==> config.mk <==
export PLATFORM = sky130hd
export DESIGN_NAME = dvp_capture
export DESIGN_NICKNAME = d
export VERILOG_FILES = /design/src/rtl/dvp_pkg.sv /design/src/rtl/dvp_pixel_pack.sv /design/src/rtl/dvp_capture.sv
export SDC_FILE = /design/constraint.sdc
export NUM_CORES = 1
export LEC_CHECK = 0
export ABC_AREA = 1
export ABC_CLOCK_PERIOD_IN_PS = 2500
export CAP_MARGIN = 20
export CORE_MARGIN = 1
export CORE_UTILIZATION = 50
export CTS_CLUSTER_DIAMETER = 150
export DETAILED_ROUTE_END_ITERATION = 6
export PLACE_DENSITY_LB_ADDON = 0.2
export SLEW_MARGIN = 20
export SYNTH_ARGS = -nofsm -noshare
export SYNTH_HDL_FRONTEND = slang
export SYNTH_SLANG_ARGS = --single-unit
==> constraint.sdc <==
create_clock -name i_clk -period 2.5 [get_ports i_clk]
set_input_delay 0.75 -clock i_clk [delete_from_list [all_inputs] [get_ports i_clk]]
set_output_delay 0.75 -clock i_clk [all_outputs]
set_load 0.01 [all_outputs]
==> src/rtl/dvp_pkg.sv <==
// ============================================================================
// Module      : dvp_pkg
// Description : Shared types and helpers for the DVP camera capture front end.
// Revision    : 1.0 - initial release
// ============================================================================
`default_nettype none

package dvp_pkg;

    typedef enum logic [1:0] {
        ST_IDLE     = 2'd0,
        ST_WAIT_SOF = 2'd1,
        ST_CAPTURE  = 2'd2
    } state_t;

    localparam int c_DEF_COORD_W = 10;

    function automatic int pix_width(input int data_w, input int bytes_per_pix);
        return data_w * bytes_per_pix;
    endfunction

endpackage

`default_nettype wire

==> src/rtl/dvp_pixel_pack.sv <==
// ============================================================================
// Module      : dvp_pixel_pack
// Description : Packs sensor bytes into pixel slots and flags dropped partials.
// Revision    : 1.0 - initial release
// ============================================================================
`default_nettype none

module dvp_pixel_pack
    import dvp_pkg::*;
#(
    parameter int DATA_W        = 8,
    parameter int BYTES_PER_PIX = 2,
    parameter int MSB_FIRST     = 1
) (
    input  logic                                          i_clk,
    input  logic                                          i_rst,
    input  logic                                          i_byte_en,
    input  logic                                          i_line_end,
    input  logic [DATA_W-1:0]                             i_data,
    output logic                                          o_pix_done,
    output logic [pix_width(DATA_W, BYTES_PER_PIX)-1:0]   o_pixel,
    output logic                                          o_drop
);

    localparam int c_PIX_W = pix_width(DATA_W, BYTES_PER_PIX);
    localparam int c_IDX_W = (BYTES_PER_PIX > 1) ? $clog2(BYTES_PER_PIX) : 1;
    localparam logic [c_IDX_W-1:0] c_LAST = c_IDX_W'(BYTES_PER_PIX - 1);

    logic [c_IDX_W-1:0] r_idx;
    logic [c_PIX_W-1:0] r_acc;
    logic [c_PIX_W-1:0] w_pixel;

    // Byte k of a pixel lands in slot k counted from the top or the bottom.
    for (genvar g = 0; g < BYTES_PER_PIX; g++) begin : g_slot
        localparam int c_SLOT = (MSB_FIRST != 0) ? (BYTES_PER_PIX - 1 - g) : g;
        assign w_pixel[c_SLOT*DATA_W +: DATA_W] =
            (i_byte_en && (r_idx == c_IDX_W'(g))) ? i_data : r_acc[c_SLOT*DATA_W +: DATA_W];
    end

    assign o_pix_done = i_byte_en && (r_idx == c_LAST);
    assign o_pixel    = w_pixel;
    assign o_drop     = i_line_end && (r_idx != '0);

    always_ff @(posedge i_clk) begin
        if (i_rst) begin
            r_idx <= '0;
            r_acc <= '0;
        end else begin
            if (i_byte_en) begin
                r_acc <= w_pixel;
            end
            if (i_line_end || o_pix_done) begin
                r_idx <= '0;
            end else if (i_byte_en) begin
                r_idx <= r_idx + c_IDX_W'(1);
            end
        end
    end

endmodule

`default_nettype wire

==> src/rtl/dvp_capture.sv <==
// ============================================================================
// Module      : dvp_capture
// Description : DVP capture front end: framing FSM, crop, geometry and errors.
// Revision    : 1.0 - initial release
// ============================================================================
`default_nettype none

module dvp_capture
    import dvp_pkg::*;
#(
    parameter int DATA_W        = 8,
    parameter int BYTES_PER_PIX = 2,
    parameter int COORD_W       = c_DEF_COORD_W,
    parameter int VSYNC_POL     = 1,
    parameter int MSB_FIRST     = 1
) (
    input  logic                                          i_clk,
    input  logic                                          i_rst,
    input  logic                                          i_enable,
    input  logic                                          i_vsync,
    input  logic                                          i_href,
    input  logic [DATA_W-1:0]                             i_data,
    input  logic [COORD_W-1:0]                            i_crop_x0,
    input  logic [COORD_W-1:0]                            i_crop_x1,
    input  logic [COORD_W-1:0]                            i_crop_y0,
    input  logic [COORD_W-1:0]                            i_crop_y1,
    input  logic                                          i_clr_err,
    output logic                                          o_valid,
    output logic [pix_width(DATA_W, BYTES_PER_PIX)-1:0]   o_data,
    output logic [COORD_W-1:0]                            o_col,
    output logic [COORD_W-1:0]                            o_row,
    output logic                                          o_sof,
    output logic                                          o_line_done,
    output logic                                          o_frame_done,
    output logic [COORD_W-1:0]                            o_frame_cols,
    output logic [COORD_W-1:0]                            o_frame_rows,
    output logic                                          o_err_line,
    output logic                                          o_err_partial
);

    localparam int c_PIX_W = pix_width(DATA_W, BYTES_PER_PIX);
    localparam logic [COORD_W-1:0] c_CMAX = '1;

    state_t               r_state, w_state_nxt;
    logic                 r_win_q;
    logic                 w_win, w_sof_edge, w_start, w_cap;
    logic                 w_byte_en, w_line_end, w_line_nonempty, w_frame_end;
    logic                 w_pix_done, w_drop, w_in_crop, w_set_line;
    logic [c_PIX_W-1:0]   w_pixel;
    logic [COORD_W-1:0]   r_pix_col, r_row, r_first_len, w_row_inc, w_col_inc;
    logic [COORD_W-1:0]   r_x0, r_x1, r_y0, r_y1;
    logic                 r_first_done, r_sof_pend;

    logic                 r_valid, r_sof, r_line_done, r_frame_done;
    logic                 r_err_line, r_err_partial;
    logic [c_PIX_W-1:0]   r_data;
    logic [COORD_W-1:0]   r_col, r_row_o, r_frame_cols, r_frame_rows;

    assign w_win      = (i_vsync == (VSYNC_POL != 0));
    assign w_sof_edge = w_win & ~r_win_q;
    assign w_cap      = (r_state == ST_CAPTURE);
    assign w_start    = (r_state == ST_WAIT_SOF) & i_enable & w_sof_edge;
    assign w_byte_en  = w_cap & w_win & i_href;
    // Any non-href cycle in capture (including window close) ends the line;
    // repeated idle cycles are harmless because the counters are already 0.
    assign w_line_end      = w_cap & ~(w_win & i_href);
    assign w_line_nonempty = w_line_end & (r_pix_col != '0);
    assign w_frame_end     = w_cap & ~w_win;
    assign w_set_line      = w_line_nonempty & r_first_done & (r_pix_col != r_first_len);

    assign w_row_inc = (r_row == c_CMAX)     ? r_row     : r_row + COORD_W'(1);
    assign w_col_inc = (r_pix_col == c_CMAX) ? r_pix_col : r_pix_col + COORD_W'(1);
    assign w_in_crop = (r_pix_col >= r_x0) && (r_pix_col <= r_x1) &&
                       (r_row >= r_y0) && (r_row <= r_y1);

    dvp_pixel_pack #(
        .DATA_W        (DATA_W),
        .BYTES_PER_PIX (BYTES_PER_PIX),
        .MSB_FIRST     (MSB_FIRST)
    ) u_pack (
        .i_clk      (i_clk),
        .i_rst      (i_rst),
        .i_byte_en  (w_byte_en),
        .i_line_end (w_line_end),
        .i_data     (i_data),
        .o_pix_done (w_pix_done),
        .o_pixel    (w_pixel),
        .o_drop     (w_drop)
    );

    always_comb begin
        w_state_nxt = r_state;
        case (r_state)
            ST_IDLE: begin
                if (i_enable) w_state_nxt = ST_WAIT_SOF;
            end
            ST_WAIT_SOF: begin
                if (!i_enable)      w_state_nxt = ST_IDLE;
                else if (w_sof_edge) w_state_nxt = ST_CAPTURE;
            end
            ST_CAPTURE: begin
                if (!w_win) w_state_nxt = i_enable ? ST_WAIT_SOF : ST_IDLE;
            end
            default: w_state_nxt = ST_IDLE;
        endcase
    end

    always_ff @(posedge i_clk) begin
        if (i_rst) begin
            r_state       <= ST_IDLE;
            r_win_q       <= 1'b0;
            r_pix_col     <= '0;
            r_row         <= '0;
            r_first_len   <= '0;
            r_first_done  <= 1'b0;
            r_sof_pend    <= 1'b0;
            r_x0          <= '0;
            r_x1          <= '0;
            r_y0          <= '0;
            r_y1          <= '0;
            r_valid       <= 1'b0;
            r_sof         <= 1'b0;
            r_data        <= '0;
            r_col         <= '0;
            r_row_o       <= '0;
            r_line_done   <= 1'b0;
            r_frame_done  <= 1'b0;
            r_frame_cols  <= '0;
            r_frame_rows  <= '0;
            r_err_line    <= 1'b0;
            r_err_partial <= 1'b0;
        end else begin
            r_state      <= w_state_nxt;
            r_win_q      <= w_win;
            r_valid      <= w_pix_done & w_in_crop;
            r_sof        <= w_pix_done & w_in_crop & r_sof_pend;
            r_line_done  <= w_line_nonempty;
            r_frame_done <= w_frame_end;

            if (w_pix_done) begin
                r_data  <= w_pixel;
                r_col   <= r_pix_col;
                r_row_o <= r_row;
            end
            if (w_pix_done && w_in_crop) begin
                r_sof_pend <= 1'b0;
            end

            if (w_start) begin
                r_x0         <= i_crop_x0;
                r_x1         <= i_crop_x1;
                r_y0         <= i_crop_y0;
                r_y1         <= i_crop_y1;
                r_pix_col    <= '0;
                r_row        <= '0;
                r_first_done <= 1'b0;
                r_first_len  <= '0;
                r_sof_pend   <= 1'b1;
            end else if (w_line_end) begin
                r_pix_col <= '0;
                if (w_line_nonempty) begin
                    r_row <= w_row_inc;
                    if (!r_first_done) begin
                        r_first_done <= 1'b1;
                        r_first_len  <= r_pix_col;
                    end
                end
            end else if (w_pix_done) begin
                r_pix_col <= w_col_inc;
            end

            // The line closing in the same cycle as the window still counts.
            if (w_frame_end) begin
                r_frame_rows <= w_line_nonempty ? w_row_inc : r_row;
                r_frame_cols <= r_first_done ? r_first_len :
                                (w_line_nonempty ? r_pix_col : '0);
            end

            r_err_line    <= w_set_line | (r_err_line & ~i_clr_err);
            r_err_partial <= w_drop | (r_err_partial & ~i_clr_err);
        end
    end

    assign o_valid       = r_valid;
    assign o_data        = r_data;
    assign o_col         = r_col;
    assign o_row         = r_row_o;
    assign o_sof         = r_sof;
    assign o_line_done   = r_line_done;
    assign o_frame_done  = r_frame_done;
    assign o_frame_cols  = r_frame_cols;
    assign o_frame_rows  = r_frame_rows;
    assign o_err_line    = r_err_line;
    assign o_err_partial = r_err_partial;

endmodule

`default_nettype wire

==> results of run 1 <==
## sequential cells by signal, indices dropped and copies added, names as in the netlist, 2 cells and up
name / cells
r_y1: 10
o_frame_cols: 10
o_col: 10
o_row: 10
r_pix_col: 10
r_row: 10
r_first_len: 10
r_y0: 10
o_frame_rows: 10
r_state: 2
r_x1: 10
r_x0: 10
o_data: 16
u_pack.r_acc: 8
## worst paths after layout
path | to | depth (start not counted) | start
max reg2reg | r_pix_col[2] | 9 | r_pix_col[1]
min | o_sof | 2 | r_sof_pend
max | o_row[4] | 1 | o_row[4]
min reg2reg | o_sof | 2 | r_sof_pend
## synth_stat cells (3+ instances only)
| cell type | count | area share |
|---|---|---|
| nand3_1 | 34 | 0.025 |
| buf_6 | 3 | 0.0050 |
| a21oi_1 | 130 | 0.097 |
| ha_1 | 43 | 0.080 |
| inv_1 | 110 | 0.062 |
| nor3_1 | 7 | 0.0052 |
| xor2_1 | 15 | 0.020 |
| clkbuf_1 | 23 | 0.013 |
| buf_2 | 11 | 0.0082 |
| nor2_1 | 72 | 0.040 |
| a21o_1 | 3 | 0.0034 |
| dfxtp_1 | 146 | 0.44 |
| nor3_2 | 3 | 0.0045 |
| o21a_1 | 11 | 0.012 |
| inv_2 | 4 | 0.0022 |
| nand2_2 | 4 | 0.0037 |
| buf_4 | 3 | 0.0034 |
| o21ai_0 | 93 | 0.069 |
| nand2_1 | 150 | 0.084 |
| nand4_1 | 10 | 0.0093 |
## placed cells by master, fill, tap and decap left out, types with 2 or more instances in the layout
cell / instances
nand4_1: 10
nand2_1: 150
inv_1: 109
nor2_1: 71
ha_1: 43
o21ai_0: 93
nor3_2: 3
nor3_1: 7
o21a_1: 11
nand3_1: 34
clkinv_2: 4
clkdlybuf4s50_1: 115
nand2_2: 4
nor2_4: 2
a21o_1: 3
a21oi_1: 130
xor2_1: 15
nor2_2: 2
dfxtp_1: 146
buf_4: 14
clkbuf_1: 2
clkbuf_8: 3
buf_12: 7
inv_2: 5
clkbuf_16: 17
## power by group through the flow
stage / registers [mW] / clock network [mW] / logic, mW
2_1_floorplan: 2.41 / 0 / 0.150
3_3_place_gp: 2.41 / 0 / 0.295
3_5_place_dp: 2.41 / 0 / 0.298
4_1_cts: 2.36 / 2.36 / 0.301
5_1_grt: 2.37 / 2.46 / 0.336
6_report: 2.36 / 2.33 / 0.300
## per-layer routing
layer	vias to the layer above	part of all wire	track usage
li1	3128	-	-
met5	-	0	0
met4	0	0.013	0.0793
met1	2659	0.48	0.324
met3	21	0.048	0.0480
met2	157	0.46	0.382
## final cells by class
class,instances,area [µm²],area share
clock buffer,22,474,0.0549
clock inverter,6,58.8,0.00681
inverter,115,432,0.0500
multi-input combinational,586,3140,0.363
sequential,146,2920,0.338
tap,172,215,0.0249
timing repair buffer,136,1400,0.162
## logic make-up (layout without fill, tap and decap cells)
group	after synthesis	in the layout	share of synthesized area
AOI/OAI and AO/OA	244	244	0.190
xor gates and xnor gates	15	15	0.0196
adders and majority gates	43	43	0.0803
buffers and inverters	159	279	0.0965
DFF	146	146	0.436
and+or+nand+nor	284	284	0.177
==> impl_metrics.tcl, run 1 <==
set metrics [dict create \
    run_status "finished, final reports clean" \
    cts_buffer_depth 2 \
    p_int_mw 3.92 \
    placed_area_um2 8100 \
    hold_class "reg2reg" \
    io_pins 116 \
    rsz0062_at_grt "no" \
    die_area_um2 13900 \
    cts_resized 0 \
    cts_root_buf "clkbuf_16" \
    ys_ff_latch 146 \
    finalMaxSlewViolations 0 \
    dr.pass1.iters 5 \
    core_um2 12800 \
    syn2layout_area_growth_pct 28.9 \
    worst_pin_slew_ns 0.500 \
    worstSetupEndpointType "output port" \
    drt-total-wl_um 15800 \
    crit_type "reg2out" \
    cap_violations 0 \
    power_frac_seq 0.474 \
    row_count 41 \
    nets 1099 \
    hold_buffers 0 \
    syn-num-nets 988 \
    utilization 0.673 \
    clkPwrFrac 0.466 \
    finalSetupViolCount 0 \
    cp_max_fo 2 \
    fin_setup_tns_ns 0 \
    critPathMaxStageDelay_ns 0.58 \
    r2r_slack_ns 0.59 \
    wl_per_cell_um 13.4 \
    cp-start-kind "flip-flop" \
    overflow 0 \
    clk_latency_ns 0.42 \
    worstPathCellList "clkdlybuf4s50_1" \
    ys_types 33 \
    routabilityCongestion 0.876 \
    dpl.hpwl_um 11200 \
    die_height_um 118 \
    fmax_mhz 471 \
    yosys_warnings 0 \
    cts.sinks 146 \
    period_minus_slack_ns 2.12 \
    worst_slew_margin_rel 0.666 \
    htree_levels 4 \
    p_sw_frac 0.214 \
    design_area_um2 8640 \
    synthesis.area_um2 6700 \
    drt_iter0_markers 414 \
    dp_cells 1155 \
    post_layout_nonfiller_instances 1183 \
    vias_per_cell 5.04 \
    ys_seq_area_frac 0.436 \
    synth_edf_count 0 \
    tritoncts "built" \
    drive_gt1_frac 0.0633 \
    cts_setup_buffers 0 \
    pwr-share-comb 0.060 \
    start_util 0.522 \
    crit_buf_inv 1 \
    hold_viol_final 0 \
    grt_max_degree 51 \
    clk_pin_slew_ns 0.06 \
    vias 5965 \
    p_sw_mw 1.07 \
    cp_top_family "buffers and inverters" \
    fin_crit_sh 0.849 \
    die_x_um 118 \
    cts_buffers 17 \
    clock_skew_ns 0.0118 \
    cp.arrival_ns 1.37 \
    synth_cells 891 \
    grtUsageTotal 0.240 \
    worst_ir_drop_vdd_mv 0.439 \
    pre_cts_ws_ns -0.00333 \
    ys.flop_type "dfxtp_1" \
    power_mw 4.99 \
    slowest_stage "clkdlybuf4s50_1" \
    nFillCells 1115 \
    portBuffers 115 \
    async_reset_ff_frac 0 \
    worst_hold_slack_ns 0.438 \
    diodes 0 \
    antenna_found_initial 0 \
    power_density_nw_per_um2 578 \
    grt_pass1_vias 5565 \
    syn_area_per_cell_um2 7.52 \
    grt_pass1_wl_um 26800 \
    critPathRequiredTime_ns 1.75 \
    ant_nets 0 \
    drc 0 \
    power_leakage_nw 3.65 \
    setup_ws_ns 0.376 \
]
No activity file was read; power rests on OpenSTA's default activity.
==> run 2: changes to the inputs <==
ABC_CLOCK_PERIOD_IN_PS = 1850   (was 2500)
CORE_UTILIZATION = 48   (was 50)
clock period = 1.85 ns   (was 2.5 ns; I/O delays follow)
==> run 2 against run 1 <==
Compared with the run above: wire length rose by 3.9%; count of clock-buffer cells in the layout fell by 3; flip-flop and latch count did not move; highest routed layer unchanged; critical path type unchanged; power rose by 40%; register-to-register slack got worse by 0.45 ns.
==> impl_metrics.tcl, run 2 (synthesis gave the netlist of run 1 again) <==
set metrics [dict create \
    dr.pass1.iters 5 \
    clock_skew_ns 0.00611 \
    drt-total-wl_um 16400 \
    die_x_um 120 \
    portBuffers 115 \
    die_area_um2 14400 \
    power_leakage_nw 4.45 \
    grt_pass1_wl_um 27400 \
    worstPathCellList "clkdlybuf4s50_1" \
    rr_worst_depth 12 \
    finalMaxSlewViolations 0 \
    run_status "finished, final reports clean" \
    timing.rr.end "r_sof_pend" \
    layout_commonest_cell "nand2_1" \
    nets 1143 \
    routabilityCongestion 0.879 \
    critPathRequiredTime_ns 1.29 \
    overflow 0 \
    diodes 0 \
    slowest_stage "clkdlybuf4s50_1" \
    worstSetupEndpointType "output port" \
    io_pins 116 \
    dp_cells 1203 \
    post_layout_nonfiller_instances 1235 \
    fin_setup_tns_ns 0 \
    cp.arrival_ns 1.24 \
    vias_per_cell 5.00 \
    grtUsageTotal 0.241 \
    r2r_start "r_pix_col[4]" \
    clk_latency_ns 0.42 \
    tritoncts "built" \
    holdPathStages 2 \
    largest_reg_flops 16 \
    hp-start "r_sof_pend" \
    fmax_mhz 556 \
    die_height_um 120 \
    clk_pin_slew_ns 0.06 \
    crit_buf_inv 1 \
    crit_type "reg2out" \
    drive_gt1_frac 0.110 \
    htree_levels 4 \
    grt_max_degree 36 \
    worst_pin_slew_ns 0.520 \
    drt_iter0_markers 353 \
    power_mw 6.97 \
    worst_slew_margin_rel 0.653 \
    cp_top_family "buffers and inverters" \
    dpl.hpwl_um 11900 \
    hold_viol_final 0 \
    fin_crit_sh 0.972 \
    cap_violations 0 \
    critPathMaxStageDelay_ns 0.52 \
    final_cell_mix "nand2_1, dfxtp_1, a21oi_1, inv_1, o21ai_0" \
    ant_nets 0 \
    cts_root_buf "clkbuf_16" \
    antenna_found_initial 0 \
    cts_buffer_depth 2 \
    start_util 0.498 \
    cts_buffers 17 \
    vias 6174 \
    row_count 42 \
    nFillCells 1176 \
    whs_endpoint "o_sof" \
    worst_ir_drop_vdd_mv 0.595 \
    hold_class "reg2reg" \
    core_um2 13500 \
    power_density_nw_per_um2 772 \
    period_minus_slack_ns 1.80 \
    grt_pass1_vias 5792 \
    finalSetupViolCount 0 \
    r2r_slack_ns 0.14 \
    drc 0 \
    startpoint "o_line_done" \
    wl_per_cell_um 13.3 \
    syn2layout_area_growth_pct 34.9 \
    cp_max_fo 1 \
    rsz0062_at_grt "no" \
    cp-start-kind "flip-flop" \
    cts.sinks 146 \
]
run 2: cell types whose count changed in the layout (fill, tap and decap cells not counted), sizes merged:
cell | previous run | this run
clkdlybuf4s50 | 115 | 53
buf | 21 | 65
dlygate4sd2 | 0 | 42
dlymetal6s2s | 0 | 20
clkbuf | 22 | 19
clkinv | 6 | 9
clkinvlp | 0 | 3
bufinv | 1 | 2
run 2: metal layers:
layer	routed length, µm	global-route usage	vias to the layer above
li1	-	-	3225
met2	7420	0.382	143
met5	0	0	-
met1	7950	0.319	2777
met4	335	0.0969	0
met3	703	0.0466	29
run 2: repair_timing:
action | in CTS | in global routing
setup endpoints to repair | 42 | 52
hold buffers | 0 | 0
setup buffers | 0 | 0
resized for setup | 42 | 27
run 2: cell type report:
class / count / area (µm²) / share of cell area
repair buffers: 180 / 1740 / 0.192
clock inverters: 13 / 138 / 0.0152
clock buffers: 19 / 443 / 0.0490
inverters: 115 / 432 / 0.0478
multi-input cells: 586 / 3140 / 0.348
well taps: 176 / 220 / 0.0244
flip-flops and latches: 146 / 2930 / 0.324
run 2: through the flow:
step | instance area (µm²) | hold WS [ns] | util | worst slack [ns]
global route | 9040 | 0.467 | 0.672 | 0.00408
floorplan | 6700 | 0.408 | - | 0.339
finish | 9040 | 0.431 | 0.672 | 0.0517
CTS | 8980 | 0.432 | 0.668 | 0.000585
detailed placement | 8450 | 0.423 | 0.628 | -0.392
global placement | 8450 | 0.423 | 0.628 | -0.298
run 2: worst max-delay path by stage:
stage	end	slack [ns]	cells past startpoint
finish	o_line_done	0.05	1
global route	o_sof	0.004	12
CTS	o_frame_cols[7]	0.0006	1
detailed placement	r_x1[1]	-0.39	9
global placement	r_pix_col[2]	-0.30	8
floorplan	r_first_len[4]	0.34	10
run 2: report_power, final:
| group | internal (mW) | total [mW] | switching [mW] |
|---|---|---|---|
| logic | 0.209 | 0.412 | 0.203 |
| clock network | 2.02 | 3.37 | 1.35 |
| registers | 3.18 | 3.19 | 0.0112 |
==> run 3: changes to the inputs <==
CORE_UTILIZATION = 29   (was 48)
==> run 3 against run 2 <==
Compared with the run above: cell count up 8.8%; die area rose by 64%; count of clock-buffer cells in the layout did not move; via count shrank 0.96%; register-to-register slack barely moved; final area grew 1.3%; power is 1.2% higher; first-iteration DRC count decreased by 42%; clock skew rose by 0.0054 ns; wire length is 12% higher; critical endpoint is now o_frame_done; largest cell class unchanged.
==> impl_metrics.tcl, run 3 (synthesis gave the netlist of run 1 again) <==
set metrics [dict create \
    pre_cts_ws_ns -0.337 \
    post_layout_nonfiller_instances 1344 \
    cap_violations 0 \
    power_frac_seq 0.453 \
    cts_buffers 17 \
    cts_buffer_depth 2 \
    p_sw_mw 1.62 \
    utilization 0.404 \
    portBuffers 115 \
    hold_viol_final 0 \
    p_sw_frac 0.229 \
    die_x_um 154 \
    worst_ir_drop_vdd_mv 0.536 \
    layout_commonest_cell "nand2_1" \
    die_height_um 154 \
    worstPathCellList "clkdlybuf4s50_1" \
    fin_setup_tns_ns 0 \
    routabilityCongestion 0.823 \
    drt-total-wl_um 18400 \
    clkPwrFrac 0.488 \
    setup_ws_ns 0.0381 \
    die_area_um2 23700 \
    power_leakage_nw 4.24 \
    ant_nets 0 \
    dpl.hpwl_um 13900 \
    row_count 55 \
    cts_root_buf "clkbuf_16" \
    tritoncts "built" \
    final_cell_mix "nand2_1, dfxtp_1, a21oi_1, inv_1, o21ai_0" \
    crit_type "reg2out" \
    drc 0 \
    syn2layout_area_growth_pct 36.7 \
    grt_max_degree 44 \
    cp_max_fo 1 \
    nets 1144 \
    cp-start-kind "flip-flop" \
    wl_per_cell_um 13.7 \
    htree_levels 4 \
    busiest_layer "met2" \
    use_met2 0.256 \
    worst_pin_slew_ns 0.513 \
    grt_use_met3 0.0445 \
    r2r_slack_ns 0.15 \
    worst_slew_margin_rel 0.658 \
    dp_cells 1312 \
    critPathRequiredTime_ns 1.29 \
    overflow 0 \
    power_density_nw_per_um2 770 \
    crit_buf_inv 1 \
    slowest_stage "clkdlybuf4s50_1" \
    grtUsageTotal 0.161 \
    pwr-share-comb 0.059 \
    finalSetupViolCount 0 \
    largest_reg_flops 16 \
    hold_class "reg2reg" \
    clk_pin_slew_ns 0.06 \
    vias 6115 \
    diodes 0 \
    run_status "finished, final reports clean" \
    cp.arrival_ns 1.26 \
    placed_area_um2 8610 \
    grt_util_met1 0.208 \
    grt_pass1_vias 5741 \
    dr.pass1.iters 4 \
    cts.sinks 146 \
    start_util 0.296 \
    power_mw 7.05 \
    fin_crit_sh 0.979 \
    cp_top_family "buffers and inverters" \
    finalMaxSlewViolations 0 \
    clock_skew_ns 0.0115 \
    fmax_mhz 552 \
    io_pins 116 \
    period_minus_slack_ns 1.81 \
    rsz0062_at_grt "no" \
    drt_iter0_markers 205 \
    grt_pass1_wl_um 29900 \
    critPathMaxStageDelay_ns 0.52 \
    antenna_found_initial 0 \
    clk_latency_ns 0.43 \
    hold_buffers 0 \
    design_area_um2 9160 \
    core_um2 22600 \
    worst_hold_slack_ns 0.429 \
    worstSetupEndpointType "output port" \
    vias_per_cell 4.55 \
    drive_gt1_frac 0.116 \
    p_int_mw 5.44 \
]
run 3: per-layer routing:
layer  routed length (µm)  vias up
li1                     -     3234
met1                 8870     2730
met2                 8280      128
met3                 1010       23
met4                  267        0
met5                    0        -
run 3: layout make-up:
class	count	area, µm²
Inverter	115	432
Multi-Input combinational cell	586	3140
Fill cell	2320	13500
Clock buffer	19	453
Sequential cell	146	2930
Tap cell	285	357
Timing Repair Buffer	181	1710
Clock inverter	12	133
run 3: power groups by stage:
stage | sequential [mW] | clock (mW) | combinational (mW)
after floorplan | 3.26 | 0 | 0.202
after global placement | 3.26 | 0 | 0.422
after detailed placement | 3.26 | 0 | 0.425
after CTS | 3.19 | 3.52 | 0.423
after global routing | 3.20 | 3.64 | 0.469
final | 3.19 | 3.44 | 0.417
run 3: worst paths after layout:
path | startpoint | endpoint | cells after the start
max | o_frame_done | o_frame_done | 1
min reg2reg | r_sof_pend | o_sof | 2
min | r_sof_pend | o_sof | 2
max reg2reg | r_pix_col[0] | o_frame_rows[2] | 12
run 3: what timing repair did:
item | CTS | global route
buffers inserted | 0 | 1
pin swaps | 0 | 2
cloned | 0 | 0
endpoints found under the setup margin | 58 | 34
resized for setup | 58 | 13
